==> src/rtl/iq_satrnd_pkg.sv <==
// Shared definitions for the I/Q saturate/round scheduler.
// Contents: default datapath widths, saturation counter width and the ID-width helpers used
// to size requester indices.
package iq_satrnd_pkg;

  localparam int unsigned DEF_IN_SIZE    = 32;
  localparam int unsigned DEF_TRUNC_SIZE = 15;
  localparam int unsigned DEF_OUT_SIZE   = 16;
  localparam int unsigned SAT_CNT_W      = 16;

  // Ceiling log2; clog2(1) = 0.
  function automatic int unsigned clog2(input int unsigned n);
    int unsigned r;
    r = 0;
    while ((32'd1 << r) < n) begin
      r++;
    end
    return r;
  endfunction

  // Requester ID width, never narrower than one bit.
  function automatic int unsigned id_width(input int unsigned n);
    return (clog2(n) > 0) ? clog2(n) : 1;
  endfunction

endpackage

==> src/rtl/iq_satrnd_sched_sat_rnd.sv <==
// Dual-channel (I/Q) round-half-up and saturate unit, purely combinational.
// Ports:
//   in_i_i / in_q_i   signed IN_SIZE-bit I and Q samples
//   out_i_o / out_q_o signed OUT_SIZE-bit results: TRUNC_SIZE LSBs dropped with half-up
//                     rounding, then clamped to the OUT_SIZE range
module iq_satrnd_sched_sat_rnd #(
  parameter int unsigned IN_SIZE    = 32,
  parameter int unsigned TRUNC_SIZE = 15,
  parameter int unsigned OUT_SIZE   = 16
) (
  input  logic [IN_SIZE-1:0]  in_i_i,
  input  logic [IN_SIZE-1:0]  in_q_i,
  output logic [OUT_SIZE-1:0] out_i_o,
  output logic [OUT_SIZE-1:0] out_q_o
);

  // One extra bit so the rounding carry can never overflow t.
  localparam int unsigned TW = IN_SIZE - TRUNC_SIZE + 1;

  logic [1:0][IN_SIZE-1:0]  din;
  logic [1:0][OUT_SIZE-1:0] dout;

  assign din     = {in_q_i, in_i_i};
  assign out_i_o = dout[0];
  assign out_q_o = dout[1];

  for (genvar c = 0; c < 2; c++) begin : g_ch
    logic          rnd;
    logic [TW-1:0] t;

    if (TRUNC_SIZE > 0) begin : g_rnd
      assign rnd = din[c][TRUNC_SIZE-1];
    end else begin : g_nornd
      assign rnd = 1'b0;
    end

    assign t = {din[c][IN_SIZE-1], din[c][IN_SIZE-1:TRUNC_SIZE]} + TW'(rnd);

    if (TW > OUT_SIZE) begin : g_sat
      logic [TW-OUT_SIZE:0] hi;
      logic                 ovf;
      // In range only when every bit from OUT_SIZE-1 upward matches the sign.
      assign hi      = t[TW-1:OUT_SIZE-1];
      assign ovf     = ~((&hi) | ~(|hi));
      assign dout[c] = ovf ? {t[TW-1], {(OUT_SIZE-1){~t[TW-1]}}} : t[OUT_SIZE-1:0];
    end else begin : g_ext
      assign dout[c] = OUT_SIZE'($signed(t));
    end
  end

  // Bits below the rounding position do not affect the result.
  logic unused_lsb;
  assign unused_lsb = ^{in_i_i, in_q_i};

endmodule

==> src/rtl/iq_satrnd_sched.sv <==
// Round-robin scheduler sharing one I/Q saturate/round datapath among NUM_REQ requesters.
// Pipeline: combinational pick -> stage A (captured I/Q/ID) -> sat_rnd -> stage B (outputs).
// Ports:
//   clk, reset             clock, synchronous active-high reset
//   req_valid/req_ready    per-requester handshake; req_ready is one-hot or zero
//   req_i/req_q            packed requester samples, requester k at [k*IN_SIZE +: IN_SIZE]
//   req_en                 static mask; masked requesters are never granted
//   out_valid/out_ready    result handshake
//   out_i/out_q            rounded/saturated result, out_id source requester
//   out_sat                I or Q of this result saturated
//   sat_cnt_sel/_clr, sat_cnt  per-requester saturation counters, present only when
//                          IQ_SATRND_SAT_CNT_EN is defined; otherwise sat_cnt reads 0
module iq_satrnd_sched
  import iq_satrnd_pkg::*;
#(
  parameter int unsigned  NUM_REQ    = 4,
  parameter int unsigned  IN_SIZE    = DEF_IN_SIZE,
  parameter int unsigned  TRUNC_SIZE = DEF_TRUNC_SIZE,
  parameter int unsigned  OUT_SIZE   = DEF_OUT_SIZE,
  localparam int unsigned ID_W       = id_width(NUM_REQ)
) (
  input  logic                       clk,
  input  logic                       reset,
  input  logic [NUM_REQ-1:0]         req_valid,
  output logic [NUM_REQ-1:0]         req_ready,
  input  logic [NUM_REQ*IN_SIZE-1:0] req_i,
  input  logic [NUM_REQ*IN_SIZE-1:0] req_q,
  input  logic [NUM_REQ-1:0]         req_en,
  output logic                       out_valid,
  input  logic                       out_ready,
  output logic [OUT_SIZE-1:0]        out_i,
  output logic [OUT_SIZE-1:0]        out_q,
  output logic [ID_W-1:0]            out_id,
  output logic                       out_sat,
  input  logic [ID_W-1:0]            sat_cnt_sel,
  input  logic                       sat_cnt_clr,
  output logic [SAT_CNT_W-1:0]       sat_cnt
);

  localparam int unsigned TW = IN_SIZE - TRUNC_SIZE + 1;
  localparam int unsigned CW = (TW > OUT_SIZE) ? TW : OUT_SIZE;

  logic [NUM_REQ-1:0]  eligible;
  logic                grant_found;
  logic [ID_W-1:0]     grant_idx;
  logic [NUM_REQ-1:0]  req_ready_w;
  logic [IN_SIZE-1:0]  sel_i, sel_q;
  logic                b_load, a_accept, xfer;

  logic [ID_W-1:0]     ptr_q, ptr_d;
  logic                a_valid_q;
  logic [IN_SIZE-1:0]  a_i_q, a_q_q;
  logic [ID_W-1:0]     a_id_q;

  logic                out_valid_q;
  logic [OUT_SIZE-1:0] out_i_q, out_q_q;
  logic [ID_W-1:0]     out_id_q;
  logic                out_sat_q;

  logic [OUT_SIZE-1:0] rs_i, rs_q;
  logic [1:0]          sat_ch;

  assign eligible = req_valid & req_en;
  assign b_load   = ~out_valid_q | out_ready;
  // Stage A takes a new sample when empty or when it is draining into stage B this cycle.
  assign a_accept = (~a_valid_q | b_load) & ~reset;
  assign xfer     = grant_found & a_accept;

  // First eligible requester at or after the pointer, wrapping.
  always_comb begin : p_pick
    logic [ID_W-1:0] idx_w;
    grant_found = 1'b0;
    grant_idx   = '0;
    idx_w       = '0;
    for (int unsigned k = 0; k < NUM_REQ; k++) begin
      idx_w = ID_W'((32'(ptr_q) + k) % NUM_REQ);
      if (!grant_found && eligible[idx_w]) begin
        grant_found = 1'b1;
        grant_idx   = idx_w;
      end
    end
  end

  always_comb begin
    req_ready_w = '0;
    if (xfer) begin
      req_ready_w[grant_idx] = 1'b1;
    end
    ptr_d = ptr_q;
    if (xfer) begin
      ptr_d = (grant_idx == ID_W'(NUM_REQ - 1)) ? '0 : grant_idx + 1'b1;
    end
  end

  always_comb begin
    sel_i = '0;
    sel_q = '0;
    for (int unsigned k = 0; k < NUM_REQ; k++) begin
      if (grant_idx == ID_W'(k)) begin
        sel_i = req_i[k*IN_SIZE +: IN_SIZE];
        sel_q = req_q[k*IN_SIZE +: IN_SIZE];
      end
    end
  end

  iq_satrnd_sched_sat_rnd #(
    .IN_SIZE    (IN_SIZE),
    .TRUNC_SIZE (TRUNC_SIZE),
    .OUT_SIZE   (OUT_SIZE)
  ) u_sat_rnd (
    .in_i_i  (a_i_q),
    .in_q_i  (a_q_q),
    .out_i_o (rs_i),
    .out_q_o (rs_q)
  );

  // Saturation flag: the narrowed result no longer equals the rounded value t.
  logic [1:0][IN_SIZE-1:0]  a_vec;
  logic [1:0][OUT_SIZE-1:0] rs_vec;
  assign a_vec  = {a_q_q, a_i_q};
  assign rs_vec = {rs_q, rs_i};

  for (genvar c = 0; c < 2; c++) begin : g_satchk
    logic          rnd;
    logic [TW-1:0] t;
    if (TRUNC_SIZE > 0) begin : g_rnd
      assign rnd = a_vec[c][TRUNC_SIZE-1];
    end else begin : g_nornd
      assign rnd = 1'b0;
    end
    assign t         = {a_vec[c][IN_SIZE-1], a_vec[c][IN_SIZE-1:TRUNC_SIZE]} + TW'(rnd);
    assign sat_ch[c] = CW'($signed(t)) != CW'($signed(rs_vec[c]));
  end

  always_ff @(posedge clk) begin
    if (reset) begin
      ptr_q       <= '0;
      a_valid_q   <= 1'b0;
      a_i_q       <= '0;
      a_q_q       <= '0;
      a_id_q      <= '0;
      out_valid_q <= 1'b0;
      out_i_q     <= '0;
      out_q_q     <= '0;
      out_id_q    <= '0;
      out_sat_q   <= 1'b0;
    end else begin
      ptr_q <= ptr_d;
      if (xfer) begin
        a_valid_q <= 1'b1;
        a_i_q     <= sel_i;
        a_q_q     <= sel_q;
        a_id_q    <= grant_idx;
      end else if (b_load) begin
        a_valid_q <= 1'b0;
      end
      if (b_load) begin
        out_valid_q <= a_valid_q;
        out_i_q     <= rs_i;
        out_q_q     <= rs_q;
        out_id_q    <= a_id_q;
        out_sat_q   <= |sat_ch;
      end
    end
  end

  assign req_ready = req_ready_w;
  assign out_valid = out_valid_q;
  assign out_i     = out_i_q;
  assign out_q     = out_q_q;
  assign out_id    = out_id_q;
  assign out_sat   = out_sat_q;

`ifdef IQ_SATRND_SAT_CNT_EN
  logic [NUM_REQ-1:0][SAT_CNT_W-1:0] cnt_q, cnt_d;
  logic [SAT_CNT_W-1:0]              sat_cnt_q, sat_cnt_d;

  always_comb begin
    cnt_d     = cnt_q;
    sat_cnt_d = '0;
    for (int unsigned k = 0; k < NUM_REQ; k++) begin
      if (sat_cnt_clr) begin
        cnt_d[k] = '0;
      end else if (out_valid_q && out_ready && out_sat_q && (out_id_q == ID_W'(k)) &&
                   (cnt_q[k] != '1)) begin
        cnt_d[k] = cnt_q[k] + 1'b1;
      end
      if (sat_cnt_sel == ID_W'(k)) begin
        sat_cnt_d = cnt_q[k];
      end
    end
  end

  always_ff @(posedge clk) begin
    if (reset) begin
      cnt_q     <= '0;
      sat_cnt_q <= '0;
    end else begin
      cnt_q     <= cnt_d;
      sat_cnt_q <= sat_cnt_d;
    end
  end

  assign sat_cnt = sat_cnt_q;
`else
  assign sat_cnt = '0;

  logic unused_cnt;
  assign unused_cnt = ^{sat_cnt_sel, sat_cnt_clr};
`endif

endmodule

==> config.mk <==
export PLATFORM = sky130hd
export DESIGN_NAME = iq_satrnd_sched
export DESIGN_NICKNAME = d
export VERILOG_FILES = /design/src/rtl/iq_satrnd_pkg.sv /design/src/rtl/iq_satrnd_sched_sat_rnd.sv /design/src/rtl/iq_satrnd_sched.sv
export SDC_FILE = /design/constraint.sdc
export NUM_CORES = 1
export LEC_CHECK = 0
export CORE_AREA = 4 4 124 126
export CTS_BUF_LIST = sky130_fd_sc_hd__clkbuf_2
export CTS_CLUSTER_SIZE = 16
export DETAILED_ROUTE_END_ITERATION = 6
export DIE_AREA = 0 0 128 130
export MAX_ROUTING_LAYER = met4
export PLACE_DENSITY_LB_ADDON = 0.3
export SETUP_SLACK_MARGIN = 0.3
export SLEW_MARGIN = 10
export SYNTH_ARGS = -nofsm -noshare
export SYNTH_HDL_FRONTEND = slang
export SYNTH_SLANG_ARGS = --single-unit
==> constraint.sdc <==
create_clock -name clk -period 5 [get_ports clk]
set_clock_uncertainty 0.05 [all_clocks]
set_input_delay 1.25 -clock clk [delete_from_list [all_inputs] [get_ports clk]]
set_output_delay 1.25 -clock clk [all_outputs]
set_load 0.1 [all_outputs]
# Word level (Yosys, flattened, before mapping)
# Index checks and enable logic that the tools add are counted.
# classes
add_sub_neg,6
multipliers,0
n_div,0
magnitude_cmp,6
n_eq_ne,5
n_shift,0
muxes,32
n_bitwise,14
reduce_logical,14
# op_table
operator,count
2-to-1 mux 32 bit,8
adder 17 x 2 -> 18 bit,2
inequality test 18 x 16 -> 1 bit,2
2-to-1 mux 16 bit,2
less-than comparator 2 x 3 -> 1 bit (second input constant),5
2-to-1 mux 1 bit,11
2-to-1 mux 2 bit,5
binary-select mux 1 bit (select 2 bit),4
NOT 1 bit,7
AND reduction 3 bit,2
OR reduction 3 bit,2
adder 2 x 1 -> 2 bit (second input constant),2
adder 2 bit (second input constant),2
AND 4 bit,1
equality test 2 bit (second input constant),2
logical AND 1 bit,4
2-to-1 mux 4 bit,1
bitwise OR 1 bit,4
logical NOT 1 bit,3
AND 1 bit,2
demux 1 bit (select 2 bit),1
equality test 2 x 1 -> 1 bit (second input constant),1
greater-or-equal comparator 2 x 1 -> 1 bit (second input constant),1
logical NOT 2 bit,1
other kinds (2),2
# totals
reg_bits,105
latchBits,0
ram_bits,0
romBits,0
input_bits,270
out_inout_bits,56
word_cells,87
memories,0

# Longest topological paths before layout
# Gate-level depths: netlist of run 1.
# depth
depth_word,18
ltp_mapped,14
ltp_nobuf,12

# Hierarchy
# A second synthesis of run 1 with hierarchy kept.
# unflattened
hier_cells,1224
area_unflattened_um2,8398.1
# modules_own_cells
mod,n_inst,cells_each,area_each_um2,seq_area_each_um2
iq_satrnd_sched,1,1045,7220.7,2102.0
iq_satrnd_sched_sat_rnd,1,179,1177.4,0.0

# Worst setup path after synthesis of run 1
# Ideal clock, no wire load.
# synth_path
kind,input -> output
from,input req_valid[0]
to,output req_ready[2]
arrival_ns,3.629
required_time_ns,3.700
path_slack_ns,0.071
stages,11
path_buffers,3
cell_sequence,and3_1 a21oi_1 nor2b_1 o21ai_0 o21ai_0 inv_1 ha_1 clkbuf_1 clkbuf_1 clkbuf_1 and2_1
# synth_between
elab_chain_len,18
word_cells_on_any_way,30
cone_classes,order compare (2); mux (19); bitwise (2); reduce/logical (7)
# synth_lines
element,line_no,text
from (decl),iq_satrnd_sched.sv:24,"input logic [NUM_REQ-1:0] req_valid,"
AND 4 bit *,iq_satrnd_sched.sv:63,assign eligible = req_valid & req_en;
binary-select mux 1 bit (select 2 bit),iq_satrnd_sched.sv:77,if (!grant_found && eligible[idx_w]) begin
2-to-1 mux 1 bit (implied by the code),iq_satrnd_sched.sv:77,
2-to-1 mux 1 bit,iq_satrnd_sched.sv:77,
logical NOT 1 bit,iq_satrnd_sched.sv:77,
logical AND 1 bit,iq_satrnd_sched.sv:77,
2-to-1 mux 1 bit,iq_satrnd_sched.sv:77,
logical NOT 1 bit,iq_satrnd_sched.sv:77,
[... 3 more ...],--,
logical AND 1 bit,iq_satrnd_sched.sv:77,
2-to-1 mux 2 bit *,iq_satrnd_sched.sv:77,
named net grant_idx[1],iq_satrnd_sched.sv:45,logic [ID_W-1:0] grant_idx;
less-than comparator 2 x 3 -> 1 bit (implied by the code) or greater-or-equal comparator 2 x 1 -> 1 bit (tied branches),iq_satrnd_sched.sv:87,req_ready_w[grant_idx] = 1'b1;
logical AND 1 bit (implied by the code),iq_satrnd_sched.sv:87,
2-to-1 mux 1 bit (implied by the code),iq_satrnd_sched.sv:87,
demux 1 bit (select 2 bit) *,iq_satrnd_sched.sv:87,
2-to-1 mux 4 bit *,iq_satrnd_sched.sv:86,if (xfer) begin
to (decl),iq_satrnd_sched.sv:25,"output logic [NUM_REQ-1:0] req_ready,"
# Mark *: on every way through the listed nets, which the timed path passes. The rest lies on a longest branch. The select of a mux whose other input is x is not followed.

# Final worst setup path of run 1
# layout_path
from,input req_valid[3]
to,output req_ready[1]
# Same word-level chain as after synthesis.

==> results.md, run 1 <==
* Final instance area at 7020 sq um
* P_leak at 2.52 nW
* Synth Area in Adders at 2.06%
* Slew Limit Headroom at 28.7%
* CTS buffer count at 9
* Post-CTS Hold Fix Bufs at 0
* Die area at 16,600 sq um
* Detailed Route Iter0 Violations at 285
* Hold Fails Final Rpt at 0
* Vias in the first global route at 4,525
* RSZ-0062 raised after global routing: false
* Initial Utilization at 34.0%
* Num ports at 326
* Post-Synth Simple-Gate Area at 27.3%
* Total grt overflow at 0
* Share of layout cells above drive strength 1 at 6.10%
* Req. time, crit path at 3700 ps
* Slew Limit Fails at 0
* Met3 WL at 865 um
* Crit path time final at 4430 ps
* GPL Wtd Cong at 0.797
* Clock Sinks at 77
* Post_cts resized at 0
* Tcrit/Tclk final at 88.6%
* Vias per cell at 4.92
* Post-DP HPWL at 11.3 mm
* Synthesis-stage register bit count at 77
* Compound-cell area share of the yosys netlist at 27.4%
* Fmax at 0.226 GHz
* Placed instance area at 6890 sq um
* First-pass GRT wire length at 23.0 mm
* Netlist cell types at 52
* Power per cell area at 287 nW/um^2
* CP startpoint kind: input pin
* Worst EP arrival at 3130 ps
* NetSw at 0.842 mW
* Yosys top cell area share at 31.7%
* Total power at 2.02 mW
* Met2 wire length at 6.32 mm
* Sequential share of power at 36.9%
* Setup TNS at 0 ps
* Synth area leader: dfxtp_1
* CTS H-tree lvls at 3
* Worst-Skew Late Latency at 550 ps
* CTS tree: built
* Clock power share at 18.4%
* Area contributors post-synth: dfxtp_1, a21oi_1, nand2_1
* Mean area per synthesized cell at 7.44 sq um
* Total Routing Usage GR at 17.6%
* Largest family of logic cells by synthesized area: compound AO/OA/AOI/OAI gates
* Post-synth EDFFs at 0
* CTS max path bufs at 2
* Seq/Total Area, Yosys at 31.7%
* Status: finished, final reports clean
* Least-Margin Pin Slew at 1070 ps
* Crit path capture type: primary output
* HP Class: reg2reg
* Max Cap Viol at 0
* Netlist Area Pre-Place at 4860 sq um
* Worst-path fanout max at 4
* Yosys warning total at 0
* Pint at 1.18 mW
* Comb pwr share at 44.7%
* Post-CTS Setup Repair Bufs at 0
* Core area at 14,300 sq um
* Initial antenna violation count at 1
* Wire length per cell at 14.7 um
* Rows at 44
* Asr flop ratio synth at 0%
* # DRC at 0
* DRT Pass-1 Iters at 4
* Syn Inst Count at 654
* Xor and xnor area share after synthesis at 4.14%
* Fin util at 49.1%
* Most frequent cell after synthesis: nand2_1
* Max layer used: met4
* Mux cell area share after synthesis at 0%
* Root buf cell: clkbuf_2
* # nets final at 1,093
* DR vias at 4,944
* Switch share at 41.7%
* Met1 wire length at 7.37 mm
* Die X at 128 um
* Clk pin slew, worst setup/hold paths at 190 ps
* Area Overhead vs Synth at 44.3%
* Final antenna-violating net count at 0
* CP Class: in2out
* Die H at 130 um
* VDD IR-drop max at 0.101 mV
* Most frequent cells after synthesis: nand2_1, dfxtp_1, a21oi_1, nor2_1, clkbuf_1
* Dominant synthesized flop cell: dfxtp_1
* Port bufs at 194
* Largest net degree at the start of global routing at 74
* Total wire length at 14.7 mm
* Final Setup Violations at 0
## state kept, by name, summed over array words and instances, names as in the netlist
register	cells
a_i_q	18
a_q_q	18
out_i	16
out_q	16
a_id_q	2
out_id	2
ptr_q	2
a_valid_q	1
out_sat	1
out_valid	1
## final cells by class
type | count | area (sq um)
fillers | 1466 | 7290
multi-input cells | 517 | 3040
repair buffers | 205 | 2060
flip-flops and latches | 77 | 1540
well taps | 184 | 230
clock inverters | 6 | 77.6
clock buffers | 10 | 50.0
inverters | 5 | 18.8
diodes | 1 | 2.50
## kinds of logic (layout without fill, tap and decap cells)
family / count (synthesis) / count (layout)
simple gates: 268 / 268
flops: 77 / 77
xor+xnor: 23 / 23
compound gates: 202 / 202
other cells: 1 / 17
fa+ha+maj: 8 / 8
buf+inv: 75 / 226
## worst paths after layout
path	from	endpoint	slack, ps	cells after the start
min reg2reg	out_q[3]	out_q[3]	410	2
max reg2reg	ptr_q[1]	a_q_q[29]	1930	12
min	out_q[3]	out_q[3]	410	2
max	req_valid[3]	req_ready[1]	570	8
## metrics by stage
step | hold WS [ps] | worst slack, ps | std cells
2_1_floorplan | 386 | 344 | 669
3_3_place_gp | 388 | 576 | 988
3_5_place_dp | 393 | 580 | 988
4_1_cts | 414 | 567 | 1004
5_1_grt | 435 | 465 | 1005
6_report | 411 | 568 | 1005
## metal layers
metal	track usage [%]	up-vias
li1	-	2641
met1	24.7	2137
met2	25.6	152
met3	3.36	14
met4	5.31	0
met5	-	-
## cell usage in the layout, fill, tap and decap left out, types with 3 or more instances in the layout
cell type,Yosys,routed
xnor2_1,10,10
buf_12,0,4
a22o_1,13,13
a211oi_1,23,23
nand4_1,5,5
a221oi_1,20,20
o211ai_1,21,21
o211ai_2,3,3
nor2b_1,25,24
and3_1,4,4
nand3b_1,23,23
ha_2,0,3
buf_4,16,11
nand3_1,16,16
nand2_1,78,78
and4_1,5,5
a21oi_2,3,3
clkbuf_2,0,10
dfxtp_1,77,77
o21ai_0,27,27
inv_1,5,5
nor3_1,23,23
clkdlybuf4s50_1,0,189
or3_1,4,4
xor2_1,13,13
ha_1,8,5
o21ai_1,7,7
a21oi_1,70,70
conb_1,1,16
nand2b_1,5,5
nor2_1,67,67
## critical path: stages
cell	delay, ps
clkdlybuf4s50_1	450
nand2_1	100
o21bai_1	170
a221o_1	410
inv_1	170
ha_2	200
and2_1	200
buf_12	190
## power by group through the flow
| stage | combinational [mW] | sequential [mW] | clock [mW] |
|---|---|---|---|
| floorplan | 0.420 | 0.962 | 0 |
| global placement | 0.904 | 0.756 | 0 |
| detailed placement | 0.908 | 0.758 | 0 |
| CTS | 0.910 | 0.745 | 0.382 |
| global route | 0.975 | 0.757 | 0.407 |
| finish | 0.902 | 0.745 | 0.370 |
Power figures use the tool's default switching activity.
==> inputs of run 2 (changes only) <==
CELL_PAD_IN_SITES_DETAIL_PLACEMENT = 0   (was not set)
CELL_PAD_IN_SITES_GLOBAL_PLACEMENT = 1   (was not set)
CORE_AREA = not set   (was 4 4 124 126)
CORE_MARGIN = 4   (was not set)
CORE_UTILIZATION = 25   (was not set)
CTS_CLUSTER_DIAMETER = 60   (was not set)
DIE_AREA = not set   (was 0 0 128 130)
==> run 2 against run 1 <==
First-iteration DRC count is 14% lower. Highest routed layer unchanged. Design area is 0.78% higher. Clock power is 28% lower.
==> results.md, run 2 (synthesized netlist as in run 1, its figures left out) <==
* Status: finished, final reports clean
* Final instance area at 7080 sq um
* HP Class: reg2reg
* Hold Fails Final Rpt at 0
* Placed instance area at 7000 sq um
* Placed Cells at 1,066
* Fillers at 2,010
* Critical Path Start: req_valid[3]
* Initial antenna violation count at 1
* Slew Limit Headroom at 26.5%
* Clk pin slew, worst setup/hold paths at 190 ps
* Post-CTS Hold Fix Bufs at 0
* Most common cell after layout, fill and taps aside: clkdlybuf4s50_1
* Hold_sp: out_q[3]
* # nets final at 1,095
* Req. time, crit path at 3700 ps
* DRT Pass-1 Iters at 4
* Num ports at 326
* Vias in the first global route at 4,476
* Root buf cell: clkbuf_2
* Largest regs: a_i_q x18, a_q_q x18
* Detailed Route Iter0 Violations at 244
* Fmax at 0.224 GHz
* R2R cell count at 13
* DR vias at 4,964
* CTS tree: built
* Initial Utilization at 25.7%
* GPL Wtd Cong at 0.807
* Setup TNS at 0 ps
* Crit path time final at 4470 ps
* CP startpoint kind: input pin
* Total grt overflow at 0
* Final Setup Violations at 0
* Post-CTS Setup Repair Bufs at 0
* Post-DP HPWL at 12.4 mm
* Final antenna-violating net count at 0
* Area Overhead vs Synth at 45.5%
* Clock Sinks at 77
* Rows at 50
* Die area at 21,800 sq um
* Cell Count, Final, Fillers Out at 1,083
* Most frequent cells in the layout: clkdlybuf4s50_1, nand2_1, dfxtp_1, a21oi_1, nor2_1
* CP Class: in2out
* Total wire length at 16.0 mm
* Wire length per cell at 14.8 um
* Crit path capture type: primary output
* Worst-path fanout max at 4
* Tcrit/Tclk final at 89.3%
* Max Cap Viol at 0
* Slew Limit Fails at 0
* Worst-Skew Late Latency at 520 ps
* Die H at 147 um
* Hold Path Depth at 2
* Total power at 1.93 mW
* CTS max path bufs at 2
* Power per cell area at 272 nW/um^2
* First-pass GRT wire length at 24.7 mm
* CTS H-tree lvls at 3
* VDD IR-drop max at 0.0892 mV
* Vias per cell at 4.58
* Die X at 147 um
* # DRC at 0
* Port bufs at 194
* Least-Margin Pin Slew at 1100 ps
* Post_cts resized at 0
* Worst EP arrival at 3170 ps
* Share of layout cells above drive strength 1 at 5.96%
* Largest net degree at the start of global routing at 74
* Critical R2R Launch: ptr_q[1]
* P_leak at 2.50 nW
* Core area at 18,900 sq um
* Total Routing Usage GR at 14.5%
* CTS buffer count at 9
* RSZ-0062 raised after global routing: false
run 2: changes by cell type in the layout (fill, tap and decap cells not counted):
cell / delta
nor2b_1: +1
clkinv_2: -2
clkinv_1: +2
clkbuf_2: +2
nor2b_2: -1
bufinv_16: -2
buf_4: +2
run 2: stage by stage:
stage	hold slack [ps]	util [%]	worst slack [ps]
after floorplan	386	-	344
after global placement	390	37.0	540
after detailed placement	392	37.0	546
after CTS	415	37.4	546
after global routing	428	37.5	437
final	412	37.5	534
run 2: metal layers:
| metal | global-route usage, % | share of wire [%] |
|---|---|---|
| met1 | 21.5 | 51 |
| met2 | 20.3 | 42 |
| met3 | 2.76 | 5.8 |
| met4 | 3.31 | 1.0 |
| met5 | - | 0 |
run 2: worst paths after layout:
kind	endpoint	slack (ps)
min reg2reg	out_q[3]	410
max reg2reg	a_q_q[22]	2020
max	req_ready[1]	530
min	out_q[3]	410
run 2: worst max-delay path, stage by stage:
cell and delay (ps):
clkdlybuf4s50_1 450, nand2_1 100, o21bai_1 170, a221o_1 410, inv_1 150, ha_2 250
and2_1 200, buf_12 190
run 2: power breakdown:
group | switching, mW | internal, mW
Combinational | 0.579 | 0.336
Clock | 0.202 | 0.0656
Sequential | 0.0649 | 0.681
Total | 0.846 | 1.08
run 2: final cells by class:
cell class	count	area [sq um]	area share, %
multi-input combinational	517	3040	42.9
timing repair buffer	207	2070	29.3
sequential	77	1540	21.8
tap	260	325	4.60
clock buffer	12	60.1	0.849
inverter	5	18.8	0.265
clock inverter	4	15.0	0.212
antenna	1	2.50	0.0354
==> inputs of run 3 (changes only) <==
CORE_MARGIN = not set   (was 4)
REMOVE_ABC_BUFFERS = 1   (was not set)
==> run 3 against run 2 <==
Hold slack gained 1.3 ps. Register-to-register slack lost 20 ps. Non-clock buffer count shrank 3. Via count grew 0.89%. Global-route usage grew 2.3 points. Final cell count shrank 0.46%.
==> results.md, run 3 (synthesized netlist as in run 1, its figures left out) <==
* Met3 WL at 650 um
* Status: finished, final reports clean
* Most frequent cells in the layout: clkdlybuf4s50_1, nand2_1, dfxtp_1, a21oi_1, nor2_1
* R2R setup slack at 2000 ps
* Post-DP HPWL at 11.9 mm
* Root buf cell: clkbuf_2
* Max layer used: met4
* First-pass GRT wire length at 25.2 mm
* Fmax at 0.229 GHz
* CTS H-tree lvls at 3
* Crit path capture type: primary output
* Rows at 50
* Die X at 141 um
* Wire length per cell at 14.9 um
* Total wire length at 16.1 mm
* End of the worst register-to-register path: a_q_q[19]
* Share of layout cells above drive strength 1 at 5.63%
* Sequential share of power at 36.8%
* Max stage delay on crit path at 420 ps
* Fin Hold WS at 413 ps
* Largest net degree at the start of global routing at 74
* CTS max path bufs at 2
* VDD IR-drop max at 0.0885 mV
* Most common cell after layout, fill and taps aside: clkdlybuf4s50_1
* Met2 wire length at 7.14 mm
* Critical R2R Launch: ptr_q[1]
* Crit path time final at 4370 ps
* Initial antenna violation count at 1
* Post-CTS Hold Fix Bufs at 0
* Vias in the first global route at 4,700
* CTS buffer count at 9
* Hold Fails Final Rpt at 0
* GPL Wtd Cong at 0.830
* Tcrit/Tclk final at 87.5%
* Least-Margin Pin Slew at 1040 ps
* Vias per cell at 4.65
* CP Cell Sequence: clkdlybuf4s50_1 -> and3_1 -> a21oi_1 -> nor2b_1 -> o21ai_0 -> o21ai_0 -> inv_1 -> ha_2 -> and2_1 -> buf_12
* Post-CTS Setup Repair Bufs at 0
* Area Overhead vs Synth at 46.0%
* CTS tree: built
* NetSw at 0.865 mW
* Met1 wire length at 8.00 mm
* Slowest CP cell: clkdlybuf4s50_1
* Hold Path Depth at 2
* Num ports at 326
* Fin util at 37.6%
* Total Routing Usage GR at 16.8%
* # DRC at 0
* Pint at 1.17 mW
* Switch share at 42.4%
* DRT Pass-1 Iters at 4
* RSZ-0062 raised after global routing: false
* Die area at 20,000 sq um
* Total power at 2.04 mW
* # nets final at 1,092
* Port bufs at 194
* Final Setup Violations at 0
* Setup TNS at 0 ps
* Final antenna-violating net count at 0
* P_leak at 2.51 nW
* Clock power share at 18.7%
* Clk pin slew, worst setup/hold paths at 210 ps
* Fillers at 2,020
* Max Cap Viol at 0
* Post_cts resized at 0
* Worst EP arrival at 3070 ps
* Worst-Skew Late Latency at 560 ps
* CP Class: in2out
* Slew Limit Headroom at 30.1%
* HP Class: reg2reg
* Req. time, crit path at 3700 ps
* Slew Limit Fails at 0
* Most used cell, CP: o21ai_0
* CP bufs+invs at 3
* Cell Count, Final, Fillers Out at 1,078
* Hold worst-path end: out_q[3]
* Crit. path cell count at 10
* Largest regs: a_i_q x18, a_q_q x18
* Core area at 18,900 sq um
* Hold_sp: out_q[3]
* Total grt overflow at 0
* R2R cell count at 13
* Clock Sinks at 77
* Delay-heaviest family, CP: buffers and inverters
* Placed Cells at 1,063
* Worst-path fanout max at 4
* Comb pwr share at 44.5%
* Die H at 141 um
* Initial Utilization at 25.7%
* DR vias at 5,008
* CP startpoint kind: input pin
* Power per cell area at 287 nW/um^2
* Detailed Route Iter0 Violations at 292
[run 3: routing by layer]
| metal | up-vias | global-route usage, % |
|---|---|---|
| met1 | 2218 | 22.9 |
| met5 | - | - |
| met3 | 15 | 2.26 |
| met2 | 142 | 25.4 |
| li1 | 2633 | - |
| met4 | 0 | 5.60 |
[run 3: power groups by stage]
stage                     Combinational (mW)  Clock [mW]  Sequential [mW]
after floorplan                        0.389           0            0.966
after global placement                 0.912           0            0.762
after detailed placement               0.914           0            0.762
after CTS                              0.917       0.399            0.749
after global routing                   0.982       0.421            0.761
final                                  0.906       0.382            0.749
[run 3: per-stage QoR]
stage	worst slack, ps	cell area (sq um)
after floorplan	-2830	4580
after global placement	603	6980
after detailed placement	600	6980
after CTS	596	7100
after global routing	472	7100
final	626	7100
[run 3: area by class of cell]
class                   count  area, sq um  area share [%]
repair buffers            204         2050            28.9
inverters                   5         18.8           0.264
clock inverters             5         76.3            1.07
clock buffers               9         45.0           0.634
diodes                      1         2.50          0.0352
well taps                 260          325            4.58
flip-flops and latches     77         1540            21.7
multi-input cells         517         3040            42.8
[run 3: worst max path at each step]
stage	start	endpoint	slack, ps
after floorplan	out_ready	req_ready[0]	-2830
after global placement	req_valid[0]	req_ready[2]	600
after detailed placement	req_valid[0]	a_q_q[16]	600
after CTS	req_valid[0]	req_ready[2]	600
after global routing	req_valid[0]	req_ready[2]	470
final	req_valid[0]	req_ready[3]	630
[run 3: tightest hold or removal path, delay by kind of cell (launching register included)]
| family | cells | cell delay, ps |
|---|---|---|
| AO/OA/AOI/OAI | 1 | 50 |
| flip-flops | 1 | 360 |
| AND/OR/NAND/NOR | 1 | 50 |
